$ cat src/rtl/mmio_uart_ctrl.sv
// rtl/mmio_uart_ctrl.sv - MMIO bridge between the core and the UART with RX/TX FIFOs and counters
module mmio_uart_ctrl #(
  parameter int RX_DEPTH = 8,
  parameter int TX_DEPTH = 8,
  parameter int CNT_W    = 32,
  parameter int OFFSET_W = 8
) (
  input  logic                clk,
  input  logic                rst,
  input  logic                io_en,
  input  logic                io_we,
  input  logic [OFFSET_W-1:0] io_addr,
  input  logic [31:0]         io_wdata,
  output logic [31:0]         io_rdata,
  input  logic                inst_retire,
  input  logic [7:0]          uart_rx_data,
  input  logic                uart_rx_valid,
  output logic                uart_rx_ready,
  output logic [7:0]          uart_tx_data,
  output logic                uart_tx_valid,
  input  logic                uart_tx_ready
);

  localparam int RX_AW = $clog2(RX_DEPTH);
  localparam int TX_AW = $clog2(TX_DEPTH);
  localparam logic [OFFSET_W-1:0] A_STATUS  = OFFSET_W'(8'h00);
  localparam logic [OFFSET_W-1:0] A_RX_DATA = OFFSET_W'(8'h04);
  localparam logic [OFFSET_W-1:0] A_TX_DATA = OFFSET_W'(8'h08);
  localparam logic [OFFSET_W-1:0] A_CYCLE   = OFFSET_W'(8'h10);
  localparam logic [OFFSET_W-1:0] A_INST    = OFFSET_W'(8'h14);
  localparam logic [OFFSET_W-1:0] A_CNT_RST = OFFSET_W'(8'h18);
  localparam logic [RX_AW:0]      RX_ONE    = (RX_AW+1)'(1);
  localparam logic [TX_AW:0]      TX_ONE    = (TX_AW+1)'(1);
  localparam logic [CNT_W-1:0]    CNT_ONE   = CNT_W'(1);

  logic [7:0]       rx_mem_q [RX_DEPTH];
  logic [7:0]       tx_mem_q [TX_DEPTH];
  logic [RX_AW:0]   rx_wptr_q, rx_rptr_q, rx_count;
  logic [TX_AW:0]   tx_wptr_q, tx_rptr_q, tx_count;
  logic [CNT_W-1:0] cycle_q, cycle_d, inst_q, inst_d;
  logic             tx_ovf_q, tx_ovf_d;
  logic [31:0]      io_rdata_q, rd_val;
  logic             rx_empty, rx_full, tx_empty, tx_full;
  logic             rx_push, rx_pop, tx_push, tx_pop, tx_wr, cnt_clr, rd_req;
  logic             unused_wdata;

  assign unused_wdata = ^io_wdata[31:8];

  assign rx_count = rx_wptr_q - rx_rptr_q;
  assign tx_count = tx_wptr_q - tx_rptr_q;
  assign rx_empty = (rx_wptr_q == rx_rptr_q);
  assign tx_empty = (tx_wptr_q == tx_rptr_q);
  assign rx_full  = (rx_wptr_q[RX_AW] != rx_rptr_q[RX_AW]) &&
                    (rx_wptr_q[RX_AW-1:0] == rx_rptr_q[RX_AW-1:0]);
  assign tx_full  = (tx_wptr_q[TX_AW] != tx_rptr_q[TX_AW]) &&
                    (tx_wptr_q[TX_AW-1:0] == tx_rptr_q[TX_AW-1:0]);

  assign rd_req  = io_en && !io_we;
  assign rx_push = uart_rx_valid && !rx_full;
  assign rx_pop  = rd_req && (io_addr == A_RX_DATA) && !rx_empty;
  assign tx_wr   = io_en && io_we && (io_addr == A_TX_DATA);
  assign tx_pop  = !tx_empty && uart_tx_ready;
  // A drain in the same cycle frees the slot, so a write into a full FIFO is still accepted.
  assign tx_push = tx_wr && (!tx_full || tx_pop);
  assign cnt_clr = io_en && io_we && (io_addr == A_CNT_RST);

  assign uart_rx_ready = !rx_full;
  assign uart_tx_valid = !tx_empty;
  assign uart_tx_data  = tx_mem_q[tx_rptr_q[TX_AW-1:0]];
  assign io_rdata      = io_rdata_q;

  always_comb begin
    cycle_d  = cnt_clr ? '0 : cycle_q + CNT_ONE;
    inst_d   = cnt_clr ? '0 : (inst_retire ? inst_q + CNT_ONE : inst_q);
    tx_ovf_d = cnt_clr ? 1'b0 : (tx_ovf_q || (tx_wr && !tx_push));
    rd_val   = '0;
    case (io_addr)
      A_STATUS:  rd_val = {8'h00, 8'(tx_count), 8'(rx_count), 5'b0, tx_ovf_q, !rx_empty, !tx_full};
      A_RX_DATA: rd_val = rx_empty ? 32'h0 : {24'h0, rx_mem_q[rx_rptr_q[RX_AW-1:0]]};
      A_CYCLE:   rd_val = 32'(cycle_q);
      A_INST:    rd_val = 32'(inst_q);
      default:   rd_val = '0;
    endcase
  end

  always_ff @(posedge clk) begin
    if (rx_push) rx_mem_q[rx_wptr_q[RX_AW-1:0]] <= uart_rx_data;
    if (tx_push) tx_mem_q[tx_wptr_q[TX_AW-1:0]] <= io_wdata[7:0];
  end

  always_ff @(posedge clk or posedge rst) begin
    if (rst) begin
      rx_wptr_q  <= '0;
      rx_rptr_q  <= '0;
      tx_wptr_q  <= '0;
      tx_rptr_q  <= '0;
      cycle_q    <= '0;
      inst_q     <= '0;
      tx_ovf_q   <= 1'b0;
      io_rdata_q <= '0;
    end else begin
      if (rx_push) rx_wptr_q <= rx_wptr_q + RX_ONE;
      if (rx_pop)  rx_rptr_q <= rx_rptr_q + RX_ONE;
      if (tx_push) tx_wptr_q <= tx_wptr_q + TX_ONE;
      if (tx_pop)  tx_rptr_q <= tx_rptr_q + TX_ONE;
      cycle_q  <= cycle_d;
      inst_q   <= inst_d;
      tx_ovf_q <= tx_ovf_d;
      if (rd_req) io_rdata_q <= rd_val;
    end
  end

endmodule

$ cat config.mk
export PLATFORM = sky130hd
export DESIGN_NAME = mmio_uart_ctrl
export DESIGN_NICKNAME = d
export VERILOG_FILES = /design/src/rtl/mmio_uart_ctrl.sv
export SDC_FILE = /design/constraint.sdc
export NUM_CORES = 1
export LEC_CHECK = 0
export ABC_AREA = 1
export ABC_CLOCK_PERIOD_IN_PS = 4200
export BUFFER_PORTS_ARGS = -buffer_cell sky130_fd_sc_hd__buf_4
export CORE_MARGIN = 8
export CORE_UTILIZATION = 60
export DETAILED_ROUTE_END_ITERATION = 10
export PLACE_DENSITY = 0.78
export SLEW_MARGIN = 25
export SYNTH_ARGS = -nofsm -noshare
export SYNTH_HDL_FRONTEND = slang
export SYNTH_SLANG_ARGS = --single-unit
$ cat constraint.sdc
create_clock -name clk -period 4.2 [get_ports clk]
set_clock_uncertainty 0.05 [all_clocks]
set_input_delay 0 -clock clk [delete_from_list [all_inputs] [get_ports clk]]
set_output_delay 0 -clock clk [all_outputs]
set_load 0.05 [all_outputs]
==> results by group, run 1 <==
Floorplanning
  • Site row count: a little over 50
  • Die footprint: about 24,000 sq um
  • Horiz. Die Dim: 155 um
  • Initial Utilization: around 60%
  • Std-Cell Core Area: 19,300 sq um
  • Height of the die: ~160 um
  • I/O pin count: 97

GRT
  • Total gr overflow: 0
  • Grt peak-use layer: met2
  • GR Layer Usage met2: a little under two fifths
  • Initial antenna violation count: 0
  • Wire length of the first global-routing pass: 46.7 mm
  • Maximum number of pins on one net before global-route repair: 80
  • Vias in the first global route: 9,236
  • GR Util met1: 34.0%
  • GR met3 Demand/Resource: 4.66%
  • Overall routing resource usage: about a quarter

STA
  • Share of the clock period used by the worst path: 76.2%
  • Number of hold violations in the final report: 0
  • Number of pins with negative max-slew slack in the final report: 0
  • Setup repair after global routing missed its margin: no
  • Crit path time final: 3200 ps
  • Worst slew margin: 33.9%
  • Final setup violation count: 0
  • Slew at the pin closest to its max-slew limit: 989 ps
  • Setup TNS: 0 ps
  • Minimum hold slack: 6.49 ps
  • Timing-limited maximum frequency: 313 MHz

Final layout
  • Commonest non-fill, non-tap cell in the layout: sky130_fd_sc_hd__nand2_1
  • Leading cell types in the layout, fill and taps excluded: 376 x sky130_fd_sc_hd__nand2_1, 261 x sky130_fd_sc_hd__nor2_1, 128 x sky130_fd_sc_hd__edfxtp_1, 113 x sky130_fd_sc_hd__dfrtp_1, 102 x sky130_fd_sc_hd__inv_1
  • Synth-to-layout area growth: 15.6%
  • Fin area: roughly 13,000 sq um
  • Net count of the finished layout: 1,520
  • Antenna cell count: 0
  • Fraction of layout instances using a drive strength above 1: 9.87%

Synthesis
  • Most instantiated flip-flop cell in the synthesis netlist: sky130_fd_sc_hd__edfxtp_1
  • Async set-reset flop share out of synthesis: 46.9%
  • Proportion of synthesized chip area in sequential cells: 57.3%
  • Mean area per synthesized cell: roughly 8.6 sq um
  • Gate Count Post-Synth: around 1,400
  • Syn nets: 1,422
  • Distinct cells, synth: 35
  • Number of storage elements in the synthesis netlist: 241
  • Warnings from Yosys: 0
  • Number of flops mapped to enable cells by yosys: roughly 130
  • Total standard cell area after synthesis: 11,700 sq um

Job
  • # Max-Cap Violations: 0

Critical path
  • Startpoint type of the worst setup path: input pin
  • CP Capture Type: flop
  • Worst path required time: about 4300 ps
  • Crit Path Max Fanout: 8
  • Arrival time reported for the critical path endpoint: 3300 ps
  • Start of the worst register-to-register path: rx_rptr_q[1]
  • Critical path origin: io_addr[0]
  • Class of the most critical setup path: in2reg

CTS
  • Clock-pin transition on the worst setup and hold timing paths: 60 ps
  • Number of hold-repair buffers added at the cts stage: 28
  • Number of clock sinks: 241
  • Resize count post-CTS: 0
  • CTS HTree Levels: 1
  • Max Root-Sink Buffers: 3
  • Insertion delay of the later-clocked pin in the worst-skew pair: 530 ps
  • Setup bufs post-CTS: 0
  • Number of buffers created by CTS: 25
  • TritonCTS clock tree: yes
  • CTS Root Cell: sky130_fd_sc_hd__clkbuf_16

Place
  • Last weighted congestion value of the routability-driven placer: 0.952
  • Placed wire-length estimate: ~20 mm
  • Instance area at placement: 12,400 sq um
  • Port buffer count: 72

Routing
  • Vias per Instance: between 5 and 6
  • Overall routed net length: between 20 and 30 mm
  • Vias: 9,622
  • Drc violations: 0
  • Drt initial violations: 942
  • Detailed Routing Iterations Pass 1: 5
  • Antenna violation net count after detailed routing: 0
  • Average wire per standard cell: 16.9 um

Power
  • Worst IR Drop VDD: 0.404 mV
  • Power per cell area: 491 nW/um^2
  • Leakage component of the power: roughly 6 nW

Status
  • Run status: complete, no violations

Min path
  • Type of the tightest min-delay check: in2reg
  • Launch instance of the worst min-delay path: io_addr[5]
[where the power goes]
part / switching (mW) / total (mW) / internal [mW]
registers: 0.168 / 2.88 / 2.71
clock network: 0.889 / 2.10 / 1.21
logic: 1.13 / 1.63 / 0.500
total: 2.19 / 6.61 / 4.42
[critical path, stage by stage]
cell                            delay [ps]
sky130_fd_sc_hd__dlygate4sd3_1         540
sky130_fd_sc_hd__buf_4                 140
sky130_fd_sc_hd__nor2_2                110
sky130_fd_sc_hd__dlygate4sd3_1         580
sky130_fd_sc_hd__nand3_2               100
sky130_fd_sc_hd__dlygate4sd3_1         640
sky130_fd_sc_hd__nor3_2                190
sky130_fd_sc_hd__o21ai_2               120
sky130_fd_sc_hd__inv_2                 100
sky130_fd_sc_hd__nand2_1               130
sky130_fd_sc_hd__nor2_1                640
[registers in the layout, indices dropped and copies added (netlist names)]
signal / count
rx_rptr_q: 4
tx_wptr_q: 4
rx_mem_q: 64
tx_ovf_q: 1
tx_rptr_q: 4
io_rdata: 32
tx_mem_q: 64
inst_q: 32
rx_wptr_q: 4
cycle_q: 32
[metal layers]
metal,share of wire [%],vias up
li1,-,4628
met5,0,-
met3,9.4,46
met2,46,452
met4,2.1,0
met1,43,4496
[logic make-up after synthesis]
kind of cell	Yosys count	share of synthesized area, %
simple gates	764	26.9
fa+ha+maj	14	1.63
xor+xnor	21	1.58
flops	241	57.3
compound gates	164	7.53
buf+inv	149	5.08
[synthesized netlist by cell type, types with 2 or more instances]
library cell	count	area, sq um
sky130_fd_sc_hd__nand2_1	376	1410
sky130_fd_sc_hd__nor2_2	5	31.3
sky130_fd_sc_hd__xor2_1	18	158
sky130_fd_sc_hd__inv_1	103	387
sky130_fd_sc_hd__edfxtp_1	128	3840
sky130_fd_sc_hd__buf_6	2	22.5
sky130_fd_sc_hd__o21a_1	2	15.0
sky130_fd_sc_hd__o21ai_1	2	10.0
sky130_fd_sc_hd__nand3_2	3	30.0
sky130_fd_sc_hd__xnor2_1	3	26.3
sky130_fd_sc_hd__o22ai_1	32	200
sky130_fd_sc_hd__buf_2	10	50.1
sky130_fd_sc_hd__o211ai_1	2	15.0
sky130_fd_sc_hd__buf_1	3	11.3
sky130_fd_sc_hd__nand4_1	10	62.6
sky130_fd_sc_hd__o21ai_0	85	425
sky130_fd_sc_hd__dfrtp_1	113	2830
sky130_fd_sc_hd__nor2_4	4	45.0
sky130_fd_sc_hd__inv_2	7	26.3
sky130_fd_sc_hd__nor3_4	3	48.8
sky130_fd_sc_hd__clkbuf_1	21	78.8
sky130_fd_sc_hd__nor2_1	262	983
sky130_fd_sc_hd__ha_1	12	150
sky130_fd_sc_hd__nor3_1	20	100
sky130_fd_sc_hd__nand3_1	78	390
sky130_fd_sc_hd__fa_1	2	40.0
sky130_fd_sc_hd__a21oi_1	39	195
[per-stage QoR]
step	power [mW]	cells	setup slack [ps]	utilization, %
global placement	4.46	1661	1500	64.5
detailed placement	4.51	1661	1410	64.5
global route	6.92	1734	823	69.9
CTS	6.62	1734	966	69.9
floorplan	4.03	1353	1160	-
finish	6.61	1734	1000	69.9
[worst paths after layout]
kind,end,cells after the start,slack (ps)
worst max-delay path,tx_mem_q[0][6],11,1000
worst min-delay path,tx_ovf_q,6,6
worst max register to register,rx_mem_q[0][1],10,1410
worst min register to register,io_rdata[21],2,430
max in group asynchronous,cycle_q[21],4,3000
min in group asynchronous,io_rdata[19],3,120
[cell type report]
| type | count | area, sq um |
|---|---|---|
| flip-flops and latches | 241 | 6670 |
| fillers | 1531 | 5800 |
| multi-input cells | 963 | 4390 |
| repair buffers | 109 | 888 |
| clock buffers | 36 | 697 |
| inverters | 111 | 422 |
| well taps | 265 | 332 |
| clock inverters | 9 | 72.6 |
Power figures use the tool's default switching activity.
==> run 2: changes to the inputs <==
Settings changed: ABC_AREA 1 to 0, ABC_CLOCK_PERIOD_IN_PS 4200 to 3200, CORE_UTILIZATION 60 to 59, PLACE_DENSITY 0.78 to 0.77.
Clock period 4.2 ns to 3.2 ns, I/O delays scaled along.
==> results by group, run 2 <==
STA
  • Slew at the pin closest to its max-slew limit: 744 ps (was 989 ps)
  • Minimum hold slack: 62.1 ps (was 6.49 ps)
  • Final setup violation count: 0 (unchanged)
  • Crit path time final: about 2700 ps
  • Timing-limited maximum frequency: between 300 and 400 MHz
  • Number of hold violations in the final report: 0 (unchanged)
  • Setup repair after global routing missed its margin: no (unchanged)
  • Share of the clock period used by the worst path: 85.5%
  • Number of pins with negative max-slew slack in the final report: 0 (unchanged)
  • Worst slew margin: 50.0% (was 33.9%)
  • Setup TNS: 0 ps (unchanged)

Place
  • Placed wire-length estimate: 15.7 mm (was 20.2 mm)
  • Last weighted congestion value of the routability-driven placer: 0.868 (was 0.952)
  • Port buffer count: 72 (unchanged)

Final layout
  • Leading cell types in the layout, fill and taps excluded: 128 x sky130_fd_sc_hd__edfxtp_1, 113 x sky130_fd_sc_hd__dfrtp_1, 93 x sky130_fd_sc_hd__buf_4, 86 x sky130_fd_sc_hd__nor2_1, 82 x sky130_fd_sc_hd__nand2_1 (was 376 x sky130_fd_sc_hd__nand2_1, 261 x sky130_fd_sc_hd__nor2_1, 128 x sky130_fd_sc_hd__edfxtp_1, 113 x sky130_fd_sc_hd__dfrtp_1, 102 x sky130_fd_sc_hd__inv_1)
  • Antenna cell count: 0 (unchanged)
  • Net count of the finished layout: 998 (was 1,520)
  • Commonest non-fill, non-tap cell in the layout: sky130_fd_sc_hd__edfxtp_1 (was sky130_fd_sc_hd__nand2_1)
  • Layout fillers: 1,224 (was 1,531)
  • Synth-to-layout area growth: 18.9% (was 15.6%)
  • Fraction of layout instances using a drive strength above 1: 20.3% (was 9.87%)

Critical path
  • Combined buffer and inverter count along the critical path: 3 (was 5)
  • Delay of the slowest critical-path stage: 630 ps (was 640 ps)
  • Class of the most critical setup path: in2reg (unchanged)
  • Library cell contributing the largest single delay on the critical path: sky130_fd_sc_hd__dlygate4sd3_1 (unchanged)
  • Start of the worst register-to-register path: rx_rptr_q[2] (was rx_rptr_q[1])
  • Crit Path Max Fanout: 19 (was 8)
  • Worst path required time: 3310 ps (was 4300 ps)
  • CP Capture Type: flop (unchanged)
  • CP dominant cell by count: sky130_fd_sc_hd__dlygate4sd3_1 (unchanged)
  • CP top delay family: simple AND/OR/NAND/NOR gates (was buffers and inverters)
  • Startpoint type of the worst setup path: input pin (unchanged)
  • Critical path origin: io_addr[4] (was io_addr[0])
  • Series of cell instances along the critical path: dlygate4sd3_1 -> buf_4 -> or4_4 -> dlygate4sd3_1 -> nor3_4 -> and4_1 (was dlygate4sd3_1 -> buf_4 -> nor2_2 -> dlygate4sd3_1 -> nand3_2 -> dlygate4sd3_1 -> nor3_2 -> o21ai_2 -> inv_2 -> nand2_1 -> nor2_1)
  • Arrival time reported for the critical path endpoint: 2850 ps (was 3300 ps)

Synthesis
  • Warnings from Yosys: 0 (unchanged)
  • Cell types with the largest area share after synthesis: sky130_fd_sc_hd__edfxtp_1 36%, sky130_fd_sc_hd__dfrtp_1 27%, sky130_fd_sc_hd__mux4_2 6.3%, sky130_fd_sc_hd__xor2_1 4.3%, sky130_fd_sc_hd__nor2_1 3.1% (was sky130_fd_sc_hd__edfxtp_1 33%, sky130_fd_sc_hd__dfrtp_1 24%, sky130_fd_sc_hd__nand2_1 12%, sky130_fd_sc_hd__nor2_1 8.4%, sky130_fd_sc_hd__o21ai_0 3.7%)
  • Library cell with the largest summed area after synthesis: sky130_fd_sc_hd__edfxtp_1 (unchanged)
  • Number of storage elements in the synthesis netlist: 241 (unchanged)
  • Total standard cell area after synthesis: 10,700 sq um (was 11,700 sq um)
  • Proportion of synthesized chip area in sequential cells: 62.6% (was 57.3%)
  • Most instantiated flip-flop cell in the synthesis netlist: sky130_fd_sc_hd__edfxtp_1 (unchanged)
  • Most numerous cell types in the synthesized netlist: 128 x sky130_fd_sc_hd__edfxtp_1, 113 x sky130_fd_sc_hd__dfrtp_1, 88 x sky130_fd_sc_hd__nor2_1 (was 376 x sky130_fd_sc_hd__nand2_1, 262 x sky130_fd_sc_hd__nor2_1, 128 x sky130_fd_sc_hd__edfxtp_1)
  • Async set-reset flop share out of synthesis: 46.9% (unchanged)
  • Syn nets: 879 (was 1,422)
  • Most instantiated library cell after synthesis: sky130_fd_sc_hd__edfxtp_1 (was sky130_fd_sc_hd__nand2_1)
  • Distinct cells, synth: 54 (was 35)
  • Mean area per synthesized cell: 13.2 sq um (was 8.61 sq um)
  • Gate Count Post-Synth: 810 (was 1,353)
  • Proportion of netlist area held by the largest area contributor: 36.0% (was 33.0%)
  • Number of flops mapped to enable cells by yosys: 128 (unchanged)

Routing
  • Detailed Routing Iterations Pass 1: 5 (unchanged)
  • Drt initial violations: 594 (was 942)
  • Drc violations: 0 (unchanged)
  • Overall routed net length: 23.3 mm (was 29.3 mm)
  • Average wire per standard cell: 19.8 um (was 16.9 um)
  • Vias per Instance: 5.84 (was 5.55)
  • Antenna violation net count after detailed routing: 0 (unchanged)
  • Vias: 6,873 (was 9,622)

Min path
  • Launch instance of the worst min-delay path: io_en (was io_addr[5])
  • Type of the tightest min-delay check: in2reg (unchanged)

GRT
  • Total gr overflow: 0 (unchanged)
  • Grt peak-use layer: met2 (unchanged)
  • Initial antenna violation count: 0 (unchanged)
  • Maximum number of pins on one net before global-route repair: 114 (was 80)
  • Overall routing resource usage: 21.4% (was 24.2%)
  • Wire length of the first global-routing pass: 38.1 mm (was 46.7 mm)
  • GR met3 Demand/Resource: 3.73% (was 4.66%)
  • GR Util met1: 27.4% (was 34.0%)
  • Vias in the first global route: 7,286 (was 9,236)
  • GR Layer Usage met2: 36.8% (was 37.9%)

CTS
  • CTS HTree Levels: 1 (unchanged)
  • Number of hold-repair buffers added at the cts stage: 34 (was 28)
  • Number of buffers created by CTS: 25 (unchanged)
  • Max Root-Sink Buffers: 3 (unchanged)
  • Number of clock sinks: 241 (unchanged)
  • Resize count post-CTS: 0 (unchanged)
  • CTS Root Cell: sky130_fd_sc_hd__clkbuf_16 (unchanged)
  • Setup bufs post-CTS: 0 (unchanged)
  • Insertion delay of the later-clocked pin in the worst-skew pair: 530 ps (about the same)
  • Clock-pin transition on the worst setup and hold timing paths: 60 ps (about the same)
  • TritonCTS clock tree: yes (unchanged)

Power
  • Power consumption: 8.50 mW (was 6.61 mW)
  • Worst IR Drop VDD: 0.512 mV (was 0.404 mV)
  • Power per cell area: 670 nW/um^2 (was 491 nW/um^2)
  • Leakage component of the power: 5.11 nW (was 5.97 nW)

Floorplanning
  • Std-Cell Core Area: 17,800 sq um (was 19,300 sq um)
  • Initial Utilization: 59.8% (was 60.5%)
  • Horiz. Die Dim: 150 um (was 155 um)
  • Site row count: 49 (was 51)
  • Height of the die: 150 um (was 155 um)
  • Die footprint: 22,600 sq um (was 24,100 sq um)
  • I/O pin count: 97 (unchanged)

Status
  • Run status: complete, no violations (unchanged)

Job
  • # Max-Cap Violations: 0 (unchanged)
run 2: worst paths after layout:
kind / end / slack, ps / depth (start not counted)
worst max-delay path: tx_mem_q[7][7] / 460 / 6
worst min-delay path: io_rdata[25] / 60 / 5
worst max register to register: rx_mem_q[3][5] / 470 / 7
worst min register to register: io_rdata[29] / 430 / 2
max in group asynchronous: cycle_q[24] / 2510 / 4
min in group asynchronous: io_rdata[28] / 110 / 4
run 2: stage by stage:
stage | cells | utilization (%) | setup WS (ps) | area (sq um)
6_report | 1177 | 71.0 | 464 | 12700
5_1_grt | 1177 | 71.0 | 279 | 12700
4_1_cts | 1177 | 71.0 | 458 | 12700
3_5_place_dp | 1097 | 64.7 | 483 | 11500
3_3_place_gp | 1097 | 64.7 | 578 | 11500
2_1_floorplan | 810 | - | -44.4 | 10700
run 2: cells by family (layout without fill, tap and decap cells):
family | Yosys count | count (layout) | synth area share (%)
and+or+nand+nor | 292 | 292 | 13.5
DFF | 241 | 241 | 62.6
xor gates and xnor gates | 80 | 80 | 6.57
AOI/OAI and AO/OA | 78 | 78 | 4.96
muxes | 54 | 54 | 8.69
buffers and inverters | 51 | 189 | 1.96
adders and majority gates | 14 | 14 | 1.78
run 2: area by class of cell:
type	count	area (sq um)	area share (%)
Sequential cell	241	6670	52.6
Multi-Input combinational cell	518	3800	30.0
Timing Repair Buffer	128	1060	8.35
Clock buffer	31	658	5.19
Tap cell	229	287	2.26
Clock inverter	15	139	1.10
Inverter	15	58.8	0.464
run 2: metal layers:
metal  share of wire (%)  wire, um
met5                   0         0
met4                 2.5       593
met3                 6.1      1430
met2                  51     12000
met1                  40      9310
run 2: worst reg2reg max path, stage by stage (launching register included):
cell and delay [ps]:
sky130_fd_sc_hd__dfrtp_1 540, sky130_fd_sc_hd__inv_2 190, sky130_fd_sc_hd__ha_1 360, sky130_fd_sc_hd__and3_1 230, sky130_fd_sc_hd__nand2b_2 110, sky130_fd_sc_hd__and2_1 260, sky130_fd_sc_hd__nand2_1 160, sky130_fd_sc_hd__nor2_2 470
run 2: power breakdown:
| part | switching, mW | internal [mW] | leakage [nW] |
|---|---|---|---|
| registers | 0.243 | 3.57 | 2.68 |
| logic | 1.12 | 0.751 | 2.04 |
| clock network | 1.18 | 1.63 | 0.388 |
| total | 2.55 | 5.95 | 5.11 |
==> run 3: changes to the inputs <==
Settings changed: RECOVER_POWER from default to 100.
==> results by group, run 3 (same netlist as run 2, synthesis figures left out) <==
Status
  • Run status: finished, violations left (was complete, no violations)
  • Failing checks: max-capacitance violations, max-slew violations

Min path
  • Type of the tightest min-delay check: in2reg (unchanged)
  • Launch instance of the worst min-delay path: io_addr[3] (was io_en)

Critical path
  • Class of the most critical setup path: in2reg (unchanged)
  • CP Capture Type: flop (unchanged)
  • CP dominant cell by count: sky130_fd_sc_hd__dlygate4sd3_1 (unchanged)
  • Arrival time reported for the critical path endpoint: 3040 ps (was 2850 ps)
  • Worst path required time: 3350 ps (was 3310 ps)
  • Crit Path Max Fanout: 19 (unchanged)
  • Startpoint type of the worst setup path: input pin (unchanged)
  • Series of cell instances along the critical path: dlygate4sd3_1 -> buf_4 -> or4_1 -> dlygate4sd3_1 -> nor3_4 -> nand2_1 -> nor3b_1 -> clkbuf_2 (was dlygate4sd3_1 -> buf_4 -> or4_4 -> dlygate4sd3_1 -> nor3_4 -> and4_1)
  • Setup slack of the worst register-to-register path: 370 ps (was 470 ps)
  • Combined buffer and inverter count along the critical path: 4 (was 3)
  • CP top delay family: buffers and inverters (was simple AND/OR/NAND/NOR gates)
  • Delay of the slowest critical-path stage: 670 ps (was 630 ps)
  • Library cell contributing the largest single delay on the critical path: sky130_fd_sc_hd__or4_1 (was sky130_fd_sc_hd__dlygate4sd3_1)
  • Critical path origin: io_addr[4] (unchanged)
  • Start of the worst register-to-register path: tx_rptr_q[2] (was rx_rptr_q[2])

Routing
  • Top metal layer carrying routed signals: met4 (unchanged)
  • Detailed Routing Iterations Pass 1: 5 (unchanged)
  • Antenna violation net count after detailed routing: 0 (unchanged)
  • Average wire per standard cell: 19.9 um (was 19.8 um)
  • DR WL met2: 12.0 mm (about the same)
  • M1 wire length: 9.50 mm (was 9.31 mm)
  • Overall routed net length: 23.4 mm (was 23.3 mm)
  • Vias per Instance: 5.85 (was 5.84)
  • Drc violations: 0 (unchanged)
  • Vias: 6,886 (was 6,873)
  • Drt initial violations: 587 (was 594)
  • Met3 wire len: 1.28 mm (was 1.43 mm)

Floorplanning
  • Site row count: 49 (unchanged)
  • Die footprint: 22,600 sq um (unchanged)
  • Std-Cell Core Area: 17,800 sq um (unchanged)
  • Initial Utilization: 59.8% (unchanged)
  • I/O pin count: 97 (unchanged)
  • Height of the die: 150 um (unchanged)
  • Horiz. Die Dim: 150 um (unchanged)

GRT
  • Overall routing resource usage: 21.4% (unchanged)
  • Total gr overflow: 0 (unchanged)
  • Vias in the first global route: 7,286 (unchanged)
  • Maximum number of pins on one net before global-route repair: 114 (unchanged)
  • Wire length of the first global-routing pass: 38.1 mm (unchanged)
  • Initial antenna violation count: 0 (unchanged)

Job
  • # Max-Cap Violations: 1 (was 0)

STA
  • Number of pins with negative max-slew slack in the final report: 114 (was 0)
  • Crit path time final: 2890 ps (was 2740 ps)
  • Share of the clock period used by the worst path: 90.2% (was 85.5%)
  • Worst slew margin: -65.6% (was 50.0%)
  • Final setup violation count: 0 (unchanged)
  • Number of hold violations in the final report: 0 (unchanged)
  • Timing-limited maximum frequency: 346 MHz (was 366 MHz)
  • Setup repair after global routing missed its margin: no (unchanged)
  • Slew at the pin closest to its max-slew limit: 2480 ps (was 744 ps)

CTS
  • Max Root-Sink Buffers: 3 (unchanged)
  • CTS HTree Levels: 1 (unchanged)
  • Number of buffers created by CTS: 25 (unchanged)
  • Setup bufs post-CTS: 0 (unchanged)
  • Insertion delay of the later-clocked pin in the worst-skew pair: 520 ps (was 530 ps)
  • Clock-pin transition on the worst setup and hold timing paths: 60 ps (about the same)
  • CTS Root Cell: sky130_fd_sc_hd__clkbuf_16 (unchanged)
  • TritonCTS clock tree: yes (unchanged)
  • Number of clock sinks: 241 (unchanged)

Final layout
  • Antenna cell count: 0 (unchanged)
  • Synth-to-layout area growth: 15.7% (was 18.9%)
  • Commonest non-fill, non-tap cell in the layout: sky130_fd_sc_hd__edfxtp_1 (unchanged)
  • Post-Route Utilization: 69.2% (was 71.0%)
  • Fin area: 12,300 sq um (was 12,700 sq um)
  • Leading cell types in the layout, fill and taps excluded: 128 x sky130_fd_sc_hd__edfxtp_1, 113 x sky130_fd_sc_hd__dfrtp_1, 87 x sky130_fd_sc_hd__nor2_1, 83 x sky130_fd_sc_hd__nand2_1, 70 x sky130_fd_sc_hd__clkbuf_1 (was 128 x sky130_fd_sc_hd__edfxtp_1, 113 x sky130_fd_sc_hd__dfrtp_1, 93 x sky130_fd_sc_hd__buf_4, 86 x sky130_fd_sc_hd__nor2_1, 82 x sky130_fd_sc_hd__nand2_1)
  • Final standard cell count with taps included and fillers excluded: 1,177 (unchanged)
  • Net count of the finished layout: 998 (unchanged)
  • Fraction of layout instances using a drive strength above 1: 12.3% (was 20.3%)

Place
  • Instance area at placement: 11,500 sq um (unchanged)
  • Placed wire-length estimate: 15.7 mm (unchanged)
  • Instance count after placement with tap cells included: 1,097 (unchanged)
  • Port buffer count: 72 (unchanged)
  • Last weighted congestion value of the routability-driven placer: 0.868 (unchanged)

Power
  • Power consumption: 8.40 mW (was 8.50 mW)
  • Worst IR Drop VDD: 0.511 mV (was 0.512 mV)
  • Leakage component of the power: 4.80 nW (was 5.11 nW)
  • Power per cell area: 680 nW/um^2 (was 670 nW/um^2)
==> run 3: report_power, final <==
group          switching [mW]  internal [mW]
logic                    1.12          0.655
registers               0.240           3.57
clock network            1.19           1.63
==> run 3: routing by layer <==
| layer | track usage (%) | vias up |
|---|---|---|
| met3 | 3.73 | 48 |
| met2 | 36.8 | 182 |
| li1 | - | 3185 |
| met4 | 6.50 | 0 |
| met5 | 0 | - |
| met1 | 27.4 | 3471 |
==> run 3: timing repair <==
action,CTS,global route
hold endpoints to repair,269,0
hold buffers,34,0
resized for setup,0,0
==> run 3: tightest hold or removal path, delay by kind of cell <==
family	cells	cell delay [ps]
AND/OR/NAND/NOR	3	350
XOR/XNOR	1	130
buffers and inverters	1	120
==> run 3: path summary, 6_finish.rpt <==
| check | to | depth (start not counted) |
|---|---|---|
| max in group asynchronous | io_rdata[24] | 4 |
| max reg2reg | tx_mem_q[1][6] | 7 |
| min | tx_wptr_q[0] | 5 |
| min reg2reg | io_rdata[29] | 2 |
| max | tx_mem_q[6][7] | 8 |
| min in group asynchronous | io_rdata[28] | 4 |
==> run 3: final cells by class <==
cell class / instances / area (sq um)
Clock buffer: 31 / 658
Clock inverter: 15 / 139
Fill cell: 1322 / 5500
Inverter: 15 / 57.6
Multi-Input combinational cell: 518 / 3750
Sequential cell: 241 / 6670
Tap cell: 229 / 287
Timing Repair Buffer: 128 / 779
==> run 3: through the flow <==
stage | hold WS (ps) | setup TNS [ps] | worst slack, ps
2_1_floorplan | 48.9 | -1280 | -44.4
3_3_place_gp | 146 | 0 | 578
3_5_place_dp | 153 | 0 | 483
4_1_cts | 47.8 | 0 | 458
5_1_grt | 82.5 | 0 | 152
6_report | 67.9 | 0 | 313
